File: src/rtl/mul_div_pkg.sv
// Shared encodings and helpers for the iterative RV32M multiply/divide unit.
package mul_div_pkg;

    typedef enum logic [2:0] {
        F3_MUL    = 3'b000,
        F3_MULH   = 3'b001,
        F3_MULHSU = 3'b010,
        F3_MULHU  = 3'b011,
        F3_DIV    = 3'b100,
        F3_DIVU   = 3'b101,
        F3_REM    = 3'b110,
        F3_REMU   = 3'b111
    } funct3_e;

    typedef enum logic [1:0] {
        ST_IDLE = 2'd0,
        ST_CALC = 2'd1,
        ST_DONE = 2'd2
    } state_e;

    localparam logic [31:0] DIV0_QUOT = 32'hFFFF_FFFF;
    localparam logic [31:0] INT_MIN   = 32'h8000_0000;
    localparam int unsigned N_STEPS   = 32;

    function automatic logic [31:0] neg_if(input logic neg, input logic [31:0] v);
        return neg ? (~v + 32'd1) : v;
    endfunction

    function automatic logic is_div_op(input funct3_e f);
        return (f inside {F3_DIV, F3_DIVU, F3_REM, F3_REMU});
    endfunction

endpackage

File: src/rtl/mul_div_unit.sv
// Iterative RV32M multiply/divide: radix-2 shift-add multiply and restoring divide
// on sign-stripped magnitudes, fixed 33-cycle latency from accept to done.
//
//  state   | meaning
//  IDLE    | waiting for start; operands latched on accept
//  CALC    | one radix-2 step per cycle, 32 steps
//  DONE    | result valid, done pulse, back to IDLE
module mul_div_unit
    import mul_div_pkg::*;
(
    input  logic        clk,
    input  logic        rst,
    input  logic        start,
    input  logic [2:0]  funct3,
    input  logic [31:0] op_a,
    input  logic [31:0] op_b,
    input  logic [4:0]  rd_in,
    output logic        busy,
    output logic        done,
    output logic [31:0] result,
    output logic [4:0]  rd_out,
    output logic        we_out
);

    state_e      state_q, state_d;
    logic [5:0]  cnt_q, cnt_d;
    logic [63:0] acc_q, acc_d;
    logic [31:0] dvsr_q, dvsr_d;
    funct3_e     op_q, op_d;
    logic        neg_q, neg_d;
    logic        bzero_q, bzero_d;
    logic        ovf_q, ovf_d;
    logic [4:0]  rd_q, rd_d;
    logic [31:0] result_q, result_d;

    funct3_e     f3_in;
    logic        sgn_a, sgn_b;
    logic [32:0] mul_sum;
    logic [63:0] mul_next;
    logic [32:0] rem_sh;
    logic        div_ge;
    logic [31:0] div_diff;
    logic [63:0] div_next;
    logic [63:0] acc_step;
    logic [63:0] prod_signed;
    logic [31:0] final_val;

    assign f3_in = funct3_e'(funct3);
    assign sgn_a = op_a[31] && (f3_in inside {F3_MULH, F3_MULHSU, F3_DIV, F3_REM});
    assign sgn_b = op_b[31] && (f3_in inside {F3_MULH, F3_DIV, F3_REM});

    // Multiply: acc = {partial_hi, multiplier}, shifted right each step.
    // Divide:   acc = {remainder, dividend/quotient}, shifted left each step.
    always_comb begin
        mul_sum  = {1'b0, acc_q[63:32]} + {1'b0, (acc_q[0] ? dvsr_q : 32'd0)};
        mul_next = {mul_sum, acc_q[31:1]};
        rem_sh   = acc_q[63:31];
        div_ge   = (rem_sh >= {1'b0, dvsr_q});
        div_diff = rem_sh[31:0] - dvsr_q;
        div_next = {(div_ge ? div_diff : rem_sh[31:0]), acc_q[30:0], div_ge};
        acc_step = is_div_op(op_q) ? div_next : mul_next;
    end

    // Sign fix-up of the final step, applied as the result is registered.
    always_comb begin
        prod_signed = neg_q ? (~acc_step + 64'd1) : acc_step;
        final_val   = '0;
        case (op_q)
            F3_MUL:                       final_val = prod_signed[31:0];
            F3_MULH, F3_MULHSU, F3_MULHU: final_val = prod_signed[63:32];
            F3_DIV, F3_DIVU: begin
                if (bzero_q)
                    final_val = DIV0_QUOT;
                else if (ovf_q)
                    final_val = INT_MIN;
                else
                    final_val = neg_if(neg_q, acc_step[31:0]);
            end
            default: begin
                // Divide-by-zero REM falls out naturally: remainder = |op_a|, signed back to op_a.
                if (ovf_q)
                    final_val = '0;
                else
                    final_val = neg_if(neg_q, acc_step[63:32]);
            end
        endcase
    end

    always_comb begin
        state_d  = state_q;
        cnt_d    = cnt_q;
        acc_d    = acc_q;
        dvsr_d   = dvsr_q;
        op_d     = op_q;
        neg_d    = neg_q;
        bzero_d  = bzero_q;
        ovf_d    = ovf_q;
        rd_d     = rd_q;
        result_d = result_q;
        case (state_q)
            ST_IDLE: begin
                if (start) begin
                    op_d    = f3_in;
                    acc_d   = {32'd0, neg_if(sgn_a, op_a)};
                    dvsr_d  = neg_if(sgn_b, op_b);
                    neg_d   = (f3_in == F3_REM) ? sgn_a : (sgn_a ^ sgn_b);
                    bzero_d = (op_b == 32'd0);
                    ovf_d   = (f3_in inside {F3_DIV, F3_REM}) &&
                              (op_a == INT_MIN) && (op_b == 32'hFFFF_FFFF);
                    rd_d    = rd_in;
                    cnt_d   = '0;
                    state_d = ST_CALC;
                end
            end
            ST_CALC: begin
                acc_d = acc_step;
                cnt_d = cnt_q + 6'd1;
                if (cnt_q == 6'(N_STEPS - 1)) begin
                    result_d = final_val;
                    state_d  = ST_DONE;
                end
            end
            ST_DONE: begin
                cnt_d   = '0;
                state_d = ST_IDLE;
            end
            default: state_d = ST_IDLE;
        endcase
    end

    always_ff @(posedge clk) begin
        if (rst) begin
            state_q  <= ST_IDLE;
            cnt_q    <= '0;
            acc_q    <= '0;
            dvsr_q   <= '0;
            op_q     <= F3_MUL;
            neg_q    <= 1'b0;
            bzero_q  <= 1'b0;
            ovf_q    <= 1'b0;
            rd_q     <= '0;
            result_q <= '0;
        end else begin
            state_q  <= state_d;
            cnt_q    <= cnt_d;
            acc_q    <= acc_d;
            dvsr_q   <= dvsr_d;
            op_q     <= op_d;
            neg_q    <= neg_d;
            bzero_q  <= bzero_d;
            ovf_q    <= ovf_d;
            rd_q     <= rd_d;
            result_q <= result_d;
        end
    end

    assign busy   = (state_q != ST_IDLE);
    assign done   = (state_q == ST_DONE);
    assign result = result_q;
    assign rd_out = rd_q;
    assign we_out = done && (rd_q != 5'd0);

endmodule

File: config.mk
export PLATFORM = sky130hd
export DESIGN_NAME = mul_div_unit
export DESIGN_NICKNAME = d
export VERILOG_FILES = /design/src/rtl/mul_div_pkg.sv /design/src/rtl/mul_div_unit.sv
export SDC_FILE = /design/constraint.sdc
export NUM_CORES = 1
export LEC_CHECK = 0
export CORE_MARGIN = 8
export CORE_UTILIZATION = 50
export CTS_CLUSTER_SIZE = 30
export DETAILED_ROUTE_END_ITERATION = 12
export DONT_BUFFER_PORTS = 1
export PLACE_DENSITY = 0.77
export SLEW_MARGIN = 20
export SYNTH_ARGS = -nofsm -noshare
export SYNTH_HDL_FRONTEND = slang
export SYNTH_SLANG_ARGS = --single-unit
File: constraint.sdc
create_clock -name clk -period 5.55 [get_ports clk]
set_input_delay 1.11 -clock clk [delete_from_list [all_inputs] [get_ports clk]]
set_output_delay 1.11 -clock clk [all_outputs]
set_load 0.1 [all_outputs]
==> Flow_metrics.wiki, run 1 <==
{| class="wikitable"
! Metric !! Value
|-
| Number of top-level design ports || 115
|-
| Global-route wire length before repair || 94500 µm
|-
| Total gr overflow || 0
|-
| CTS clk-pin slew, worst paths || 0.07 ns
|-
| Peak clock frequency supported by timing || 0.193 GHz
|-
| Total number of clock tree sinks || 147
|-
| Worst hold slack || 0.513 ns
|-
| Met1 Wirelength || 26100 µm
|-
| Setup TNS || 0 ns
|-
| Cell Count, Final, Fillers Out || 2511
|-
| Max IR drop VDD || 0.000219 V
|-
| # Max-Cap Violations || 0
|-
| Total Die Area || 36300 µm²
|-
| Crit path cell chain || ha_1 -> nand3_1 -> o21bai_2 -> a211o_1 -> a311o_1 -> nand2_1 -> buf_4 -> mux2i_1 -> buf_4 -> nand2_1 -> or4_1 -> o31ai_2 -> xnor2_1 -> a221oi_1 -> nor3_1
|-
| Vias per Instance || 6.83
|-
| Combined global-route utilization of all metal layers || 33.1%
|-
| Starting density of the core || 50.4%
|-
| Relative max-transition margin || 25.6%
|-
| Commonest cells after routing, fill and taps aside || 253 x sky130_fd_sc_hd__nor2_1, 207 x sky130_fd_sc_hd__nand2_1, 160 x sky130_fd_sc_hd__a21oi_1
|-
| Diode count || 0
|-
| Cell with the biggest individual delay on the critical path || sky130_fd_sc_hd__or4_1
|-
| Count of input and output buffers || 0
|-
| Vias in the first global route || 15800
|-
| Post-route cell area || 16300 µm²
|-
| Antenna violations before repair || 3
|-
| CTS H-Tree Depth || 4
|-
| Core region area || 30300 µm²
|-
| Placed cell areas || 15700 µm²
|-
| Library cell with the largest summed area after synthesis || sky130_fd_sc_hd__dfxtp_1
|-
| Clock root buffer || sky130_fd_sc_hd__clkbuf_16
|-
| Number of fill cells || 3012
|-
| Top cells by area in the synthesized netlist || sky130_fd_sc_hd__dfxtp_1 19%, sky130_fd_sc_hd__nor2_1 6.3%, sky130_fd_sc_hd__ha_1 5.7%
|-
| Share of Yosys cell area claimed by the top area cell type || 19.3%
|-
| Layout overhead on the synthesized area || 7.03%
|-
| Number of nets in the layout || 2248
|-
| Placed insts || 2478
|-
| Post-Synthesis Mean Instance Area || 7.10 µm²
|-
| Primary flip-flop cell chosen by synthesis mapping || sky130_fd_sc_hd__dfxtp_1
|-
| Largest stage delay on the critical path || 0.75 ns
|-
| Cts bufs inserted || 17
|-
| Std cell rows || 64
|-
| Crit path max fanout || 29
|-
| Netlist area before placement || 15200 µm²
|-
| Final number of max-transition violations || 0
|-
| Min Clock Period, post-route || 5.18 ns
|-
| Nets in the synthesized netlist || 2294
|-
| DR pass1 iterations || 6
|-
| Type of the most critical hold path || flop to flop
|-
| Clk Latency, worst-skew pair || 0.45 ns
|-
| Crit-path leading delay family || compound AO/OA/AOI/OAI gates
|-
| CP bufs+invs || 2
|-
| Number of synthesized flops with an enable pin || 0
|-
| Register area share after synthesis || 19.3%
|-
| Die span in y || 191 µm
|-
| Sum of net half-perimeters after detailed placement || 47800 µm
|-
| Drt drc || 0
|-
| Setup repair after global routing missed its margin || false
|-
| Total number of vias || 17200
|-
| Data required time of the worst path || 5.87 ns
|-
| Critical path capture point type || flop
|-
| Reg2reg setup slack || 0.37 ns
|-
| Fraction of final layout cells with drive strength greater than 1 || 8.04%
|-
| Power density over the cells || 232 nW/µm²
|-
| Number of DRC violations after detailed-routing iteration 0 || 2318
|-
| Setup violators final || 0
|-
| Skew final || 0.0104 ns
|-
| Proportion of register bits with asynchronous set or reset after synthesis || 0%
|-
| Final core utilization || 53.9%
|-
| Routed wire per std cell || 24.6 µm
|-
| Pin count of the biggest net entering global routing || 119
|-
| Most common cell after layout, fill and taps aside || sky130_fd_sc_hd__nor2_1
|-
| Gate count of the mapped netlist || 2148
|-
| Final Hold Violating Endpoints || 0
|-
| Worst-Margin Slew || 1.12 ns
|-
| Highest signal layer in the routed design || met4
|-
| Synth Register Bits || 147
|-
| Count of nets left with antenna violations after detail routing || 0
|-
| Worst setup SP type || flop
|-
| Post-synthesis cell type count || 96
|-
| Met3 routed WL || 6860 µm
|-
| Routability congestion estimate || 1.07
|-
| Status || finished clean
|-
| Data arrival time of the worst path || 5.50 ns
|-
| Total met2 wirelength after detailed routing || 26000 µm
|-
| Leakage Power || 6.19 nW
|-
| TritonCTS clock tree || built
|-
| Total routed wirelength || 61800 µm
|-
| Die Width || 191 µm
|-
| Warning count from the yosys run || 0
|-
| CTS max path bufs || 2
|-
| CP Class || flop to flop
|-
| Share of the clock period used by the worst path after layout || 93.3%
|}
[power by group]
group	leakage, nW	switching, mW	internal, mW
registers	1.20	0.0905	1.11
logic	4.73	0.930	0.483
clock network	0.262	0.526	0.643
total	6.19	1.55	2.23
[through the flow]
stage / setup slack [ns] / power (mW)
2_1_floorplan: 0.725 / 2.15
3_3_place_gp: 0.266 / 2.56
3_5_place_dp: 0.258 / 2.57
4_1_cts: 0.225 / 3.73
5_1_grt: 0.0853 / 3.93
6_report: 0.372 / 3.78
[routing by layer]
metal	up-vias	GRT usage [%]
met5	-	0
met2	1006	48.6
met3	160	7.94
met4	0	14.9
met1	8053	45.2
li1	7938	-
[worst reg2reg max path, stage by stage (launching register included)]
cell,delay [ns]
sky130_fd_sc_hd__dfxtp_1,0.41
sky130_fd_sc_hd__ha_1,0.44
sky130_fd_sc_hd__nand3_1,0.19
sky130_fd_sc_hd__o21bai_2,0.33
sky130_fd_sc_hd__a211o_1,0.41
sky130_fd_sc_hd__a311o_1,0.59
sky130_fd_sc_hd__nand2_1,0.20
sky130_fd_sc_hd__buf_4,0.40
sky130_fd_sc_hd__mux2i_1,0.24
sky130_fd_sc_hd__buf_4,0.19
sky130_fd_sc_hd__nand2_1,0.10
sky130_fd_sc_hd__or4_1,0.75
sky130_fd_sc_hd__o31ai_2,0.28
sky130_fd_sc_hd__xnor2_1,0.10
sky130_fd_sc_hd__a221oi_1,0.33
sky130_fd_sc_hd__nor3_1,0.08
[cell usage after synthesis (7+ instances only)]
cell / count
sky130_fd_sc_hd__and2_1: 45
sky130_fd_sc_hd__inv_1: 66
sky130_fd_sc_hd__a211oi_1: 57
sky130_fd_sc_hd__and3_1: 16
sky130_fd_sc_hd__mux2i_1: 45
sky130_fd_sc_hd__a21boi_0: 9
sky130_fd_sc_hd__o21a_1: 24
sky130_fd_sc_hd__o31ai_1: 24
sky130_fd_sc_hd__nand3_1: 61
sky130_fd_sc_hd__a21o_1: 22
sky130_fd_sc_hd__o221ai_1: 8
sky130_fd_sc_hd__a22oi_1: 18
sky130_fd_sc_hd__clkbuf_1: 111
sky130_fd_sc_hd__nor4_1: 18
sky130_fd_sc_hd__nor2b_1: 13
sky130_fd_sc_hd__nand4_1: 45
sky130_fd_sc_hd__o211ai_1: 20
sky130_fd_sc_hd__o311ai_0: 7
sky130_fd_sc_hd__nand2_1: 207
sky130_fd_sc_hd__or4_1: 12
sky130_fd_sc_hd__a31oi_1: 27
sky130_fd_sc_hd__a311oi_1: 15
sky130_fd_sc_hd__o21bai_1: 18
sky130_fd_sc_hd__o22ai_1: 12
sky130_fd_sc_hd__nand2b_1: 16
sky130_fd_sc_hd__dfxtp_1: 147
sky130_fd_sc_hd__xor2_1: 51
sky130_fd_sc_hd__a21oi_1: 160
sky130_fd_sc_hd__ha_1: 69
sky130_fd_sc_hd__buf_2: 14
sky130_fd_sc_hd__xnor2_1: 76
sky130_fd_sc_hd__nor2_1: 255
sky130_fd_sc_hd__o21ai_0: 127
sky130_fd_sc_hd__or3_1: 31
sky130_fd_sc_hd__a221oi_1: 34
sky130_fd_sc_hd__nor3_1: 73
sky130_fd_sc_hd__mux2_2: 14
sky130_fd_sc_hd__o41ai_1: 9
sky130_fd_sc_hd__a22o_1: 14
sky130_fd_sc_hd__o2111ai_1: 9
sky130_fd_sc_hd__o21ai_1: 11
[cells by family (layout without fill, tap and decap cells)]
kind of cell               count (synthesis)  in the layout  share of synthesized area, %
adders and majority gates                 71             71                          5.93
AOI/OAI and AO/OA                        693            693                          31.2
muxes                                     60             60                          4.08
xor gates and xnor gates                 127            127                          7.30
DFF                                      147            147                          19.3
buffers and inverters                    205            172                          5.33
and+or+nand+nor                          845            845                          26.9
[worst paths after layout]
path              depth (start not counted)                      end                    start
hold reg to reg                           2  dvsr_q[14]$_SDFFE_PP0P_  dvsr_q[14]$_SDFFE_PP0P_
setup reg to reg                         15  result[21]$_SDFFE_PP0P_   acc_q[33]$_SDFFE_PP0P_
setup / recovery                         15  result[21]$_SDFFE_PP0P_   acc_q[33]$_SDFFE_PP0P_
hold / removal                            2  dvsr_q[14]$_SDFFE_PP0P_  dvsr_q[14]$_SDFFE_PP0P_
[state kept, by name, summed over array words and instances (netlist names)]
register	flops
acc_q	64
cnt_q	6
neg_q	1
dvsr_q	32
bzero_q	1
op_q	3
state_q	2
rd_out	5
ovf_q	1
result	32
[layout make-up]
class	count	area, µm²	area share (%)
clock buffers	21	460	2.82
flip-flops and latches	147	2950	18.1
well taps	396	495	3.04
inverters	68	255	1.56
clock inverters	11	104	0.636
repair buffers	72	541	3.31
multi-input cells	1796	11500	70.6
[timing repair]
action / CTS / global route
buffers inserted: 0 / 1
gates resized for setup: 0 / 1
setup endpoints to repair: 0 / 1
hold buffers: 0 / 0
(Power assumes the default switching activity.)
==> run 2: changes to the inputs <==
--- a/config.mk
+++ b/config.mk
@@ -10,7 +10,6 @@
 export CTS_CLUSTER_SIZE = 30
 export DETAILED_ROUTE_END_ITERATION = 12
 export DONT_BUFFER_PORTS = 1
-export PLACE_DENSITY = 0.77
 export SLEW_MARGIN = 20
 export SYNTH_ARGS = -nofsm -noshare
 export SYNTH_HDL_FRONTEND = slang
==> run 2 against run 1 <==
Effect of this change:
- die area is the same
- power is 1.1% higher
- combinational power about the same
==> Flow_metrics.wiki, run 2 (same netlist as run 1, synthesis figures left out) <==
{| class="wikitable"
! Metric !! Value
|-
| Setup violators final || 0 (unchanged)
|-
| Die span in y || 191 µm (unchanged)
|-
| Final core utilization || 54.0% (was 53.9%)
|-
| Power density over the cells || 234 nW/µm² (was 232 nW/µm²)
|-
| Worst hold slack || 0.498 ns (was 0.513 ns)
|-
| Peak clock frequency supported by timing || 0.192 GHz (was 0.193 GHz)
|-
| Final number of max-transition violations || 0 (unchanged)
|-
| Routed wire per std cell || 24.9 µm (was 24.6 µm)
|-
| Antenna violations before repair || 0 (was 3)
|-
| Commonest cells after routing, fill and taps aside || 252 x sky130_fd_sc_hd__nor2_1, 207 x sky130_fd_sc_hd__nand2_1, 160 x sky130_fd_sc_hd__a21oi_1 (was 253 x sky130_fd_sc_hd__nor2_1, 207 x sky130_fd_sc_hd__nand2_1, 160 x sky130_fd_sc_hd__a21oi_1)
|-
| Total routed wirelength || 62500 µm (was 61800 µm)
|-
| Core region area || 30300 µm² (unchanged)
|-
| Cts bufs inserted || 17 (unchanged)
|-
| Fraction of power spent switching nets || 41.9% (was 40.9%)
|-
| Reg2Reg Launch Point || acc_q[33]$_SDFFE_PP0P_ (unchanged)
|-
| Origin of the worst setup path || acc_q[33]$_SDFFE_PP0P_ (unchanged)
|-
| CP Class || flop to flop (unchanged)
|-
| Fraction of final layout cells with drive strength greater than 1 || 8.09% (was 8.04%)
|-
| Total net switching power || 1.60 mW (was 1.55 mW)
|-
| Count of nets left with antenna violations after detail routing || 0 (unchanged)
|-
| Total number of clock tree sinks || 147 (unchanged)
|-
| Worst setup SP type || flop (unchanged)
|-
| Setup TNS || 0 ns (unchanged)
|-
| Diode count || 0 (unchanged)
|-
| Global-route wire length before repair || 94000 µm (was 94500 µm)
|-
| Clk Latency, worst-skew pair || 0.45 ns (about the same)
|-
| Number of top-level design ports || 115 (unchanged)
|-
| Most common cell after layout, fill and taps aside || sky130_fd_sc_hd__nor2_1 (unchanged)
|-
| Total gr overflow || 0 (unchanged)
|-
| Leakage Power || 6.22 nW (was 6.19 nW)
|-
| Clock root buffer || sky130_fd_sc_hd__clkbuf_16 (unchanged)
|-
| Sequential cell fraction of total power || 31.1% (was 31.7%)
|-
| Worst-Margin Slew || 1.07 ns (was 1.12 ns)
|-
| Drt drc || 0 (unchanged)
|-
| CTS H-Tree Depth || 4 (unchanged)
|-
| Std cell rows || 64 (unchanged)
|-
| Number of nets in the layout || 2246 (was 2248)
|-
| Largest register FFs || 64 (unchanged)
|-
| Starting density of the core || 50.4% (unchanged)
|-
| Sum of net half-perimeters after detailed placement || 48300 µm (was 47800 µm)
|-
| Reg with most FFs || acc_q (unchanged)
|-
| Number of DRC violations after detailed-routing iteration 0 || 2139 (was 2318)
|-
| Total Power Consumption || 3.82 mW (was 3.78 mW)
|-
| Critical path endpoint || result[25]$_SDFFE_PP0P_ (was result[21]$_SDFFE_PP0P_)
|-
| Count of input and output buffers || 0 (unchanged)
|-
| Crit path max fanout || 15 (was 29)
|-
| Vias in the first global route || 15300 (was 15800)
|-
| DR pass1 iterations || 6 (unchanged)
|-
| Max IR drop VDD || 0.000236 V (was 0.000219 V)
|-
| Share of power burned in the clock network || 31.4% (was 30.9%)
|-
| Total number of vias || 17100 (was 17200)
|-
| Skew final || 0.0212 ns (was 0.0104 ns)
|-
| Number of cell instances on the worst register-to-register path || 14 (was 15)
|-
| Critical R2R Capture || result[25]$_SDFFE_PP0P_ (was result[21]$_SDFFE_PP0P_)
|-
| Type of the most critical hold path || flop to flop (unchanged)
|-
| Min Clock Period, post-route || 5.22 ns (was 5.18 ns)
|-
| Vias per Instance || 6.80 (was 6.83)
|-
| Final Hold Violating Endpoints || 0 (unchanged)
|-
| # Max-Cap Violations || 0 (unchanged)
|-
| Routability congestion estimate || 0.978 (was 1.07)
|-
| Internal power component || 2.22 mW (was 2.23 mW)
|-
| TritonCTS clock tree || built (unchanged)
|-
| Number of fill cells || 3025 (was 3012)
|-
| Die Width || 191 µm (unchanged)
|-
| Status || finished clean (unchanged)
|-
| Data arrival time of the worst path || 5.52 ns (was 5.50 ns)
|-
| CTS max path bufs || 2 (unchanged)
|-
| Relative max-transition margin || 28.6% (was 25.6%)
|-
| CTS clk-pin slew, worst paths || 0.07 ns (about the same)
|-
| Setup repair after global routing missed its margin || false (unchanged)
|-
| Part of the total power dissipated in combinational logic || 37.5% (was 37.4%)
|-
| Pin count of the biggest net entering global routing || 119 (unchanged)
|-
| Combined global-route utilization of all metal layers || 33.3% (was 33.1%)
|-
| Layout overhead on the synthesized area || 7.22% (was 7.03%)
|-
| Reg2reg setup slack || 0.33 ns (was 0.37 ns)
|-
| Critical path capture point type || flop (unchanged)
|-
| Data required time of the worst path || 5.85 ns (was 5.87 ns)
|-
| Share of the clock period used by the worst path after layout || 94.0% (was 93.3%)
|-
| Total Die Area || 36300 µm² (unchanged)
|}
run 2: changes by cell type in the layout (fill, tap and decap cells not counted), moves of 2 or more:
cell / previous run / this run
sky130_fd_sc_hd__inv_6: 2 / 5
sky130_fd_sc_hd__inv_8: 0 / 3
sky130_fd_sc_hd__clkbuf_1: 2 / 0
sky130_fd_sc_hd__clkinv_8: 0 / 2
sky130_fd_sc_hd__clkinvlp_4: 5 / 0
sky130_fd_sc_hd__buf_4: 72 / 69
sky130_fd_sc_hd__clkbuf_8: 2 / 0
run 2: final cells by class:
cell class | instances | area [µm²] | share of cell area (%)
Multi-Input combinational cell | 1796 | 11500 | 70.5
Sequential cell | 147 | 2950 | 18.0
Timing Repair Buffer | 70 | 538 | 3.29
Tap cell | 396 | 495 | 3.03
Clock buffer | 17 | 425 | 2.60
Inverter | 68 | 255 | 1.56
Clock inverter | 15 | 168 | 1.03
run 2: worst min-delay path by stage:
stage / startpoint / endpoint / slack, ns / depth (start not counted)
global route: acc_q[60]$_SDFFE_PP0P_ / acc_q[60]$_SDFFE_PP0P_ / 0.54 / 2
global placement: dvsr_q[0]$_SDFFE_PP0P_ / dvsr_q[0]$_SDFFE_PP0P_ / 0.49 / 2
CTS: dvsr_q[0]$_SDFFE_PP0P_ / dvsr_q[0]$_SDFFE_PP0P_ / 0.51 / 2
floorplan: dvsr_q[31]$_SDFFE_PP0P_ / dvsr_q[31]$_SDFFE_PP0P_ / 0.44 / 2
detailed placement: dvsr_q[0]$_SDFFE_PP0P_ / dvsr_q[0]$_SDFFE_PP0P_ / 0.50 / 2
finish: dvsr_q[0]$_SDFFE_PP0P_ / dvsr_q[0]$_SDFFE_PP0P_ / 0.50 / 2
run 2: critical path: stages (launching register included):
cell,delay (ns)
sky130_fd_sc_hd__dfxtp_1,0.42
sky130_fd_sc_hd__ha_1,0.43
sky130_fd_sc_hd__nand3_1,0.21
sky130_fd_sc_hd__o21bai_1,0.38
sky130_fd_sc_hd__a211o_1,0.44
sky130_fd_sc_hd__a311o_1,0.41
sky130_fd_sc_hd__nand2_1,0.17
sky130_fd_sc_hd__buf_4,0.28
sky130_fd_sc_hd__mux2i_1,0.32
sky130_fd_sc_hd__buf_4,0.22
sky130_fd_sc_hd__nand2_1,0.11
sky130_fd_sc_hd__or4_1,0.78
sky130_fd_sc_hd__and3_1,0.28
sky130_fd_sc_hd__o41ai_1,0.42
sky130_fd_sc_hd__a311oi_1,0.18
run 2: what timing repair did:
item | in CTS | in global routing
gates resized for setup | 0 | 1
buffers inserted | 0 | 2
hold buffers | 0 | 0
setup endpoints to repair | 0 | 5
run 2: stage by stage:
step | area, µm² | cells | worst slack (ns)
CTS | 16300 | 2507 | 0.324
global route | 16300 | 2509 | 0.167
global placement | 15700 | 2475 | 0.404
finish | 16300 | 2509 | 0.330
detailed placement | 15700 | 2475 | 0.342
floorplan | 15200 | 2148 | 0.725
run 2: power groups by stage:
stage / clock [mW] / combinational [mW] / sequential [mW]
6_report: 1.20 / 1.43 / 1.19
5_1_grt: 1.27 / 1.52 / 1.19
4_1_cts: 1.22 / 1.38 / 1.19
3_5_place_dp: 0 / 1.37 / 1.21
3_3_place_gp: 0 / 1.37 / 1.21
2_1_floorplan: 0 / 0.969 / 1.18
run 2: per-layer routing:
metal | global-route usage, % | vias to the layer above | part of all wire, % | wire, µm
li1 | - | 7902 | - | -
met3 | 5.96 | 136 | 9.7 | 6070
met1 | 47.3 | 8105 | 44 | 27600
met2 | 48.8 | 925 | 42 | 26200
met4 | 13.7 | 0 | 4.3 | 2690
met5 | 0 | - | 0 | 0
==> run 3: changes to the inputs <==
--- a/config.mk
+++ b/config.mk
@@ -5,6 +5,7 @@
 export SDC_FILE = /design/constraint.sdc
 export NUM_CORES = 1
 export LEC_CHECK = 0
+export ABC_AREA = 1
 export CORE_MARGIN = 8
 export CORE_UTILIZATION = 50
 export CTS_CLUSTER_SIZE = 30
==> run 3 against run 2 <==
Effect of this change:
- sequential power about the same
- maximum frequency increased by 12%
- global-route usage rose by 2.2 points
- clock skew shrank 0.0098 ns
- die area is 7.0% higher
- count of clock-buffer cells in the layout is 3 higher
- routed wire length rose by 12%
- sequential share of layout area down 1.0 points
- synthesized area rose by 7.7%
- non-clock buffer count down 47
- critical path type unchanged
- largest power group unchanged
==> Flow_metrics.wiki, run 3 <==
{| class="wikitable"
! Metric !! Value
|-
| Share of Yosys cell area claimed by the top area cell type || 19.6% (was 19.3%)
|-
| Netlist area before placement || 16400 µm² (was 15200 µm²)
|-
| Count of nets left with antenna violations after detail routing || 0 (unchanged)
|-
| Setup violators final || 0 (unchanged)
|-
| Number of DRC violations after detailed-routing iteration 0 || 2234 (was 2139)
|-
| Post-Synthesis Mean Instance Area || 5.48 µm² (was 7.10 µm²)
|-
| Nets in the synthesized netlist || 3142 (was 2294)
|-
| Max IR drop VDD || 0.000233 V (was 0.000236 V)
|-
| Total number of clock tree sinks || 147 (unchanged)
|-
| Leakage Power || 9.08 nW (was 6.22 nW)
|-
| Pin count of the biggest net entering global routing || 94 (was 119)
|-
| Final number of max-transition violations || 0 (unchanged)
|-
| Primary flip-flop cell chosen by synthesis mapping || sky130_fd_sc_hd__dfxtp_1 (unchanged)
|-
| Number of nets in the layout || 3087 (was 2246)
|-
| Drt drc || 0 (unchanged)
|-
| Number of hold buffers added after cts || 0 (unchanged)
|-
| Origin of the worst setup path || acc_q[33]$_SDFFE_PP0P_ (unchanged)
|-
| Commonest cells after routing, fill and taps aside || 858 x sky130_fd_sc_hd__nand2_1, 454 x sky130_fd_sc_hd__inv_1, 355 x sky130_fd_sc_hd__nor2_1 (was 252 x sky130_fd_sc_hd__nor2_1, 207 x sky130_fd_sc_hd__nand2_1, 160 x sky130_fd_sc_hd__a21oi_1)
|-
| Starting density of the core || 50.6% (was 50.4%)
|-
| Skew final || 0.0115 ns (was 0.0212 ns)
|-
| Proportion of register bits with asynchronous set or reset after synthesis || 0% (unchanged)
|-
| Clk Latency, worst-skew pair || 0.46 ns (was 0.45 ns)
|-
| Clock root buffer || sky130_fd_sc_hd__clkbuf_16 (unchanged)
|-
| Combined global-route utilization of all metal layers || 35.5% (was 33.3%)
|-
| Warning count from the yosys run || 0 (unchanged)
|-
| Library cell with the largest summed area after synthesis || sky130_fd_sc_hd__nand2_1 (was sky130_fd_sc_hd__dfxtp_1)
|-
| Synth Register Bits || 147 (unchanged)
|-
| Total net switching power || 1.98 mW (was 1.60 mW)
|-
| Critical path capture point type || flop (unchanged)
|-
| Total gr overflow || 0 (unchanged)
|-
| Share of power burned in the clock network || 28.2% (was 31.4%)
|-
| Final core utilization || 53.4% (was 54.0%)
|-
| Gate count of the mapped netlist || 2996 (was 2148)
|-
| Number of instances resized during post-cts repair || 0 (unchanged)
|-
| TritonCTS clock tree || built (unchanged)
|-
| CTS max path bufs || 2 (unchanged)
|-
| Number of synthesized flops with an enable pin || 0 (unchanged)
|-
| Std cell rows || 66 (was 64)
|-
| Die span in y || 197 µm (was 191 µm)
|-
| Origin of the worst min-delay path || cnt_q[3]$_SDFFE_PP0P_ (was dvsr_q[0]$_SDFFE_PP0P_)
|-
| Most common cell after layout, fill and taps aside || sky130_fd_sc_hd__nand2_1 (was sky130_fd_sc_hd__nor2_1)
|-
| Fraction of power spent switching nets || 46.1% (was 41.9%)
|-
| Count of input and output buffers || 0 (unchanged)
|-
| Most common library cells after synthesis || 858 x sky130_fd_sc_hd__nand2_1, 455 x sky130_fd_sc_hd__inv_1, 361 x sky130_fd_sc_hd__nor2_1 (was 255 x sky130_fd_sc_hd__nor2_1, 207 x sky130_fd_sc_hd__nand2_1, 160 x sky130_fd_sc_hd__a21oi_1)
|-
| Fraction of final layout cells with drive strength greater than 1 || 4.95% (was 8.09%)
|-
| CTS H-Tree Depth || 4 (unchanged)
|-
| Cts bufs inserted || 17 (unchanged)
|-
| CTS clk-pin slew, worst paths || 0.07 ns (about the same)
|-
| Routed wire per std cell || 20.7 µm (was 24.9 µm)
|-
| Post-synthesis cell type count || 50 (was 96)
|-
| Min Clock Period, post-route || 4.65 ns (was 5.22 ns)
|-
| Most common cell in the netlist || sky130_fd_sc_hd__nand2_1 (was sky130_fd_sc_hd__nor2_1)
|-
| Worst-Margin Slew || 1.21 ns (was 1.07 ns)
|-
| Share of the clock period used by the worst path after layout || 83.8% (was 94.0%)
|-
| DR pass1 iterations || 6 (unchanged)
|-
| Worst setup SP type || flop (unchanged)
|-
| Setup bufs post-CTS || 0 (unchanged)
|-
| Relative max-transition margin || 19.3% (was 28.6%)
|-
| Layout overhead on the synthesized area || 5.56% (was 7.22%)
|-
| CP Class || flop to flop (unchanged)
|-
| Reg2Reg Launch Point || acc_q[33]$_SDFFE_PP0P_ (unchanged)
|-
| Internal power component || 2.32 mW (was 2.22 mW)
|-
| Number of fill cells || 3569 (was 3025)
|-
| Die Width || 197 µm (was 191 µm)
|-
| Top cells by area in the synthesized netlist || sky130_fd_sc_hd__nand2_1 20%, sky130_fd_sc_hd__dfxtp_1 18%, sky130_fd_sc_hd__inv_1 10% (was sky130_fd_sc_hd__dfxtp_1 19%, sky130_fd_sc_hd__nor2_1 6.3%, sky130_fd_sc_hd__ha_1 5.7%)
|-
| Sum of net half-perimeters after detailed placement || 56400 µm (was 48300 µm)
|-
| Total number of vias || 19900 (was 17100)
|-
| Total Die Area || 38900 µm² (was 36300 µm²)
|-
| Core region area || 32500 µm² (was 30300 µm²)
|-
| # Max-Cap Violations || 0 (unchanged)
|-
| Sequential cell fraction of total power || 28.4% (was 31.1%)
|-
| Part of the total power dissipated in combinational logic || 43.3% (was 37.5%)
|-
| Register area share after synthesis || 17.9% (was 19.3%)
|-
| Vias in the first global route || 18500 (was 15300)
|-
| Setup repair after global routing missed its margin || false (unchanged)
|-
| Largest register FFs || 64 (unchanged)
|-
| Power density over the cells || 248 nW/µm² (was 234 nW/µm²)
|-
| Peak clock frequency supported by timing || 0.215 GHz (was 0.192 GHz)
|-
| Routability congestion estimate || 1.09 (was 0.978)
|-
| Data required time of the worst path || 5.90 ns (was 5.85 ns)
|-
| Final Hold Violating Endpoints || 0 (unchanged)
|-
| Number of top-level design ports || 115 (unchanged)
|-
| Global-route wire length before repair || 107000 µm (was 94000 µm)
|-
| Setup TNS || 0 ns (unchanged)
|-
| Data arrival time of the worst path || 5.00 ns (was 5.52 ns)
|-
| Crit path max fanout || 15 (unchanged)
|-
| Type of the most critical hold path || flop to flop (unchanged)
|-
| Total routed wirelength || 70200 µm (was 62500 µm)
|-
| Status || finished clean (unchanged)
|-
| Antenna violations before repair || 1 (was 0)
|-
| Reg with most FFs || acc_q (unchanged)
|-
| Vias per Instance || 5.86 (was 6.80)
|}
## run 3: changes by cell type after synthesis, moves of 32 or more
| cell | delta |
|---|---|
| sky130_fd_sc_hd__xnor2_1 | -56 |
| sky130_fd_sc_hd__a211oi_1 | -54 |
| sky130_fd_sc_hd__nand3_1 | +200 |
| sky130_fd_sc_hd__nor3_1 | -35 |
| sky130_fd_sc_hd__a221oi_1 | -32 |
| sky130_fd_sc_hd__o21ai_0 | +108 |
| sky130_fd_sc_hd__clkbuf_1 | -46 |
| sky130_fd_sc_hd__and2_1 | -43 |
| sky130_fd_sc_hd__nand2_1 | +651 |
| sky130_fd_sc_hd__a21oi_1 | -33 |
| sky130_fd_sc_hd__nor2_1 | +106 |
| sky130_fd_sc_hd__mux2i_1 | -45 |
| sky130_fd_sc_hd__inv_1 | +389 |
## run 3: critical path: stages, from the launching register on
cell                       delay, ns
sky130_fd_sc_hd__dfxtp_1        0.51
sky130_fd_sc_hd__ha_1           0.43
sky130_fd_sc_hd__nand2_1        0.11
sky130_fd_sc_hd__nand2_1        0.07
sky130_fd_sc_hd__nand2_1        0.08
sky130_fd_sc_hd__nand2_1        0.05
sky130_fd_sc_hd__nand2_1        0.06
sky130_fd_sc_hd__nand3_2        0.15
sky130_fd_sc_hd__nand2_2        0.12
sky130_fd_sc_hd__nand2_2        0.06
sky130_fd_sc_hd__nand2_2        0.32
sky130_fd_sc_hd__buf_4          0.31
sky130_fd_sc_hd__nand3_2        0.16
sky130_fd_sc_hd__nand2_2        0.21
sky130_fd_sc_hd__nand4_1        0.20
sky130_fd_sc_hd__o21ai_2        0.35
sky130_fd_sc_hd__nand2_1        0.38
sky130_fd_sc_hd__inv_1          0.39
sky130_fd_sc_hd__nand2_1        0.10
sky130_fd_sc_hd__nand3_1        0.10
sky130_fd_sc_hd__o211ai_1       0.13
sky130_fd_sc_hd__o21bai_1       0.16
sky130_fd_sc_hd__inv_1          0.06
## run 3: final timing paths
check / endpoint / slack [ns] / cells past startpoint
setup / recovery: result[0]$_SDFFE_PP0P_ / 0.90 / 22
hold / removal: cnt_q[3]$_SDFFE_PP0P_ / 0.48 / 2
hold reg to reg: cnt_q[3]$_SDFFE_PP0P_ / 0.48 / 2
setup reg to reg: result[0]$_SDFFE_PP0P_ / 0.90 / 22
## run 3: power by group through the flow
stage / Clock, mW / Sequential (mW) / Combinational (mW)
finish: 1.21 / 1.22 / 1.86
global route: 1.27 / 1.23 / 2.04
CTS: 1.22 / 1.22 / 1.80
detailed placement: 0 / 1.24 / 1.79
global placement: 0 / 1.24 / 1.78
floorplan: 0 / 1.20 / 1.29
## run 3: logic make-up (layout without fill, tap and decap cells)
kind of cell	count (synthesis)	in the layout	synth area share, %
AOI/OAI and AO/OA	473	473	15.7
xor gates and xnor gates	72	72	3.84
other	0	1	0
adders and majority gates	71	71	5.50
and+or+nand+nor	1673	1673	43.8
buffers and inverters	560	516	13.2
DFF	147	147	17.9
## run 3: routing by layer
metal / global-route usage [%] / up-vias / part of all wire, %
li1: - / 9503 / -
met1: 46.2 / 9114 / 42
met2: 54.3 / 1068 / 42
met3: 8.76 / 193 / 11
met4: 17.3 / 0 / 5.1
met5: 0 / - / 0
## run 3: area by class of cell
| cell class | instances | area (µm²) | area share (%) |
|---|---|---|---|
| Antenna cell | 1 | 2.50 | 0.0144 |
| Clock buffer | 20 | 457 | 2.64 |
| Clock inverter | 10 | 124 | 0.715 |
| Inverter | 463 | 1740 | 10.0 |
| Multi-Input combinational cell | 2289 | 11300 | 65.4 |
| Sequential cell | 147 | 2950 | 17.0 |
| Tap cell | 442 | 553 | 3.19 |
| Timing Repair Buffer | 23 | 173 | 0.997 |
## run 3: metrics by stage
step	cell area [µm²]	hold WS (ns)	cells	power, mW	setup WS [ns]
floorplan	16400	0.448	2996	2.49	1.87
global placement	16700	0.457	3364	3.02	1.25
detailed placement	16700	0.466	3364	3.03	1.19
CTS	17300	0.478	3394	4.24	1.16
global route	17300	0.501	3394	4.53	0.669
finish	17300	0.478	3395	4.30	0.901
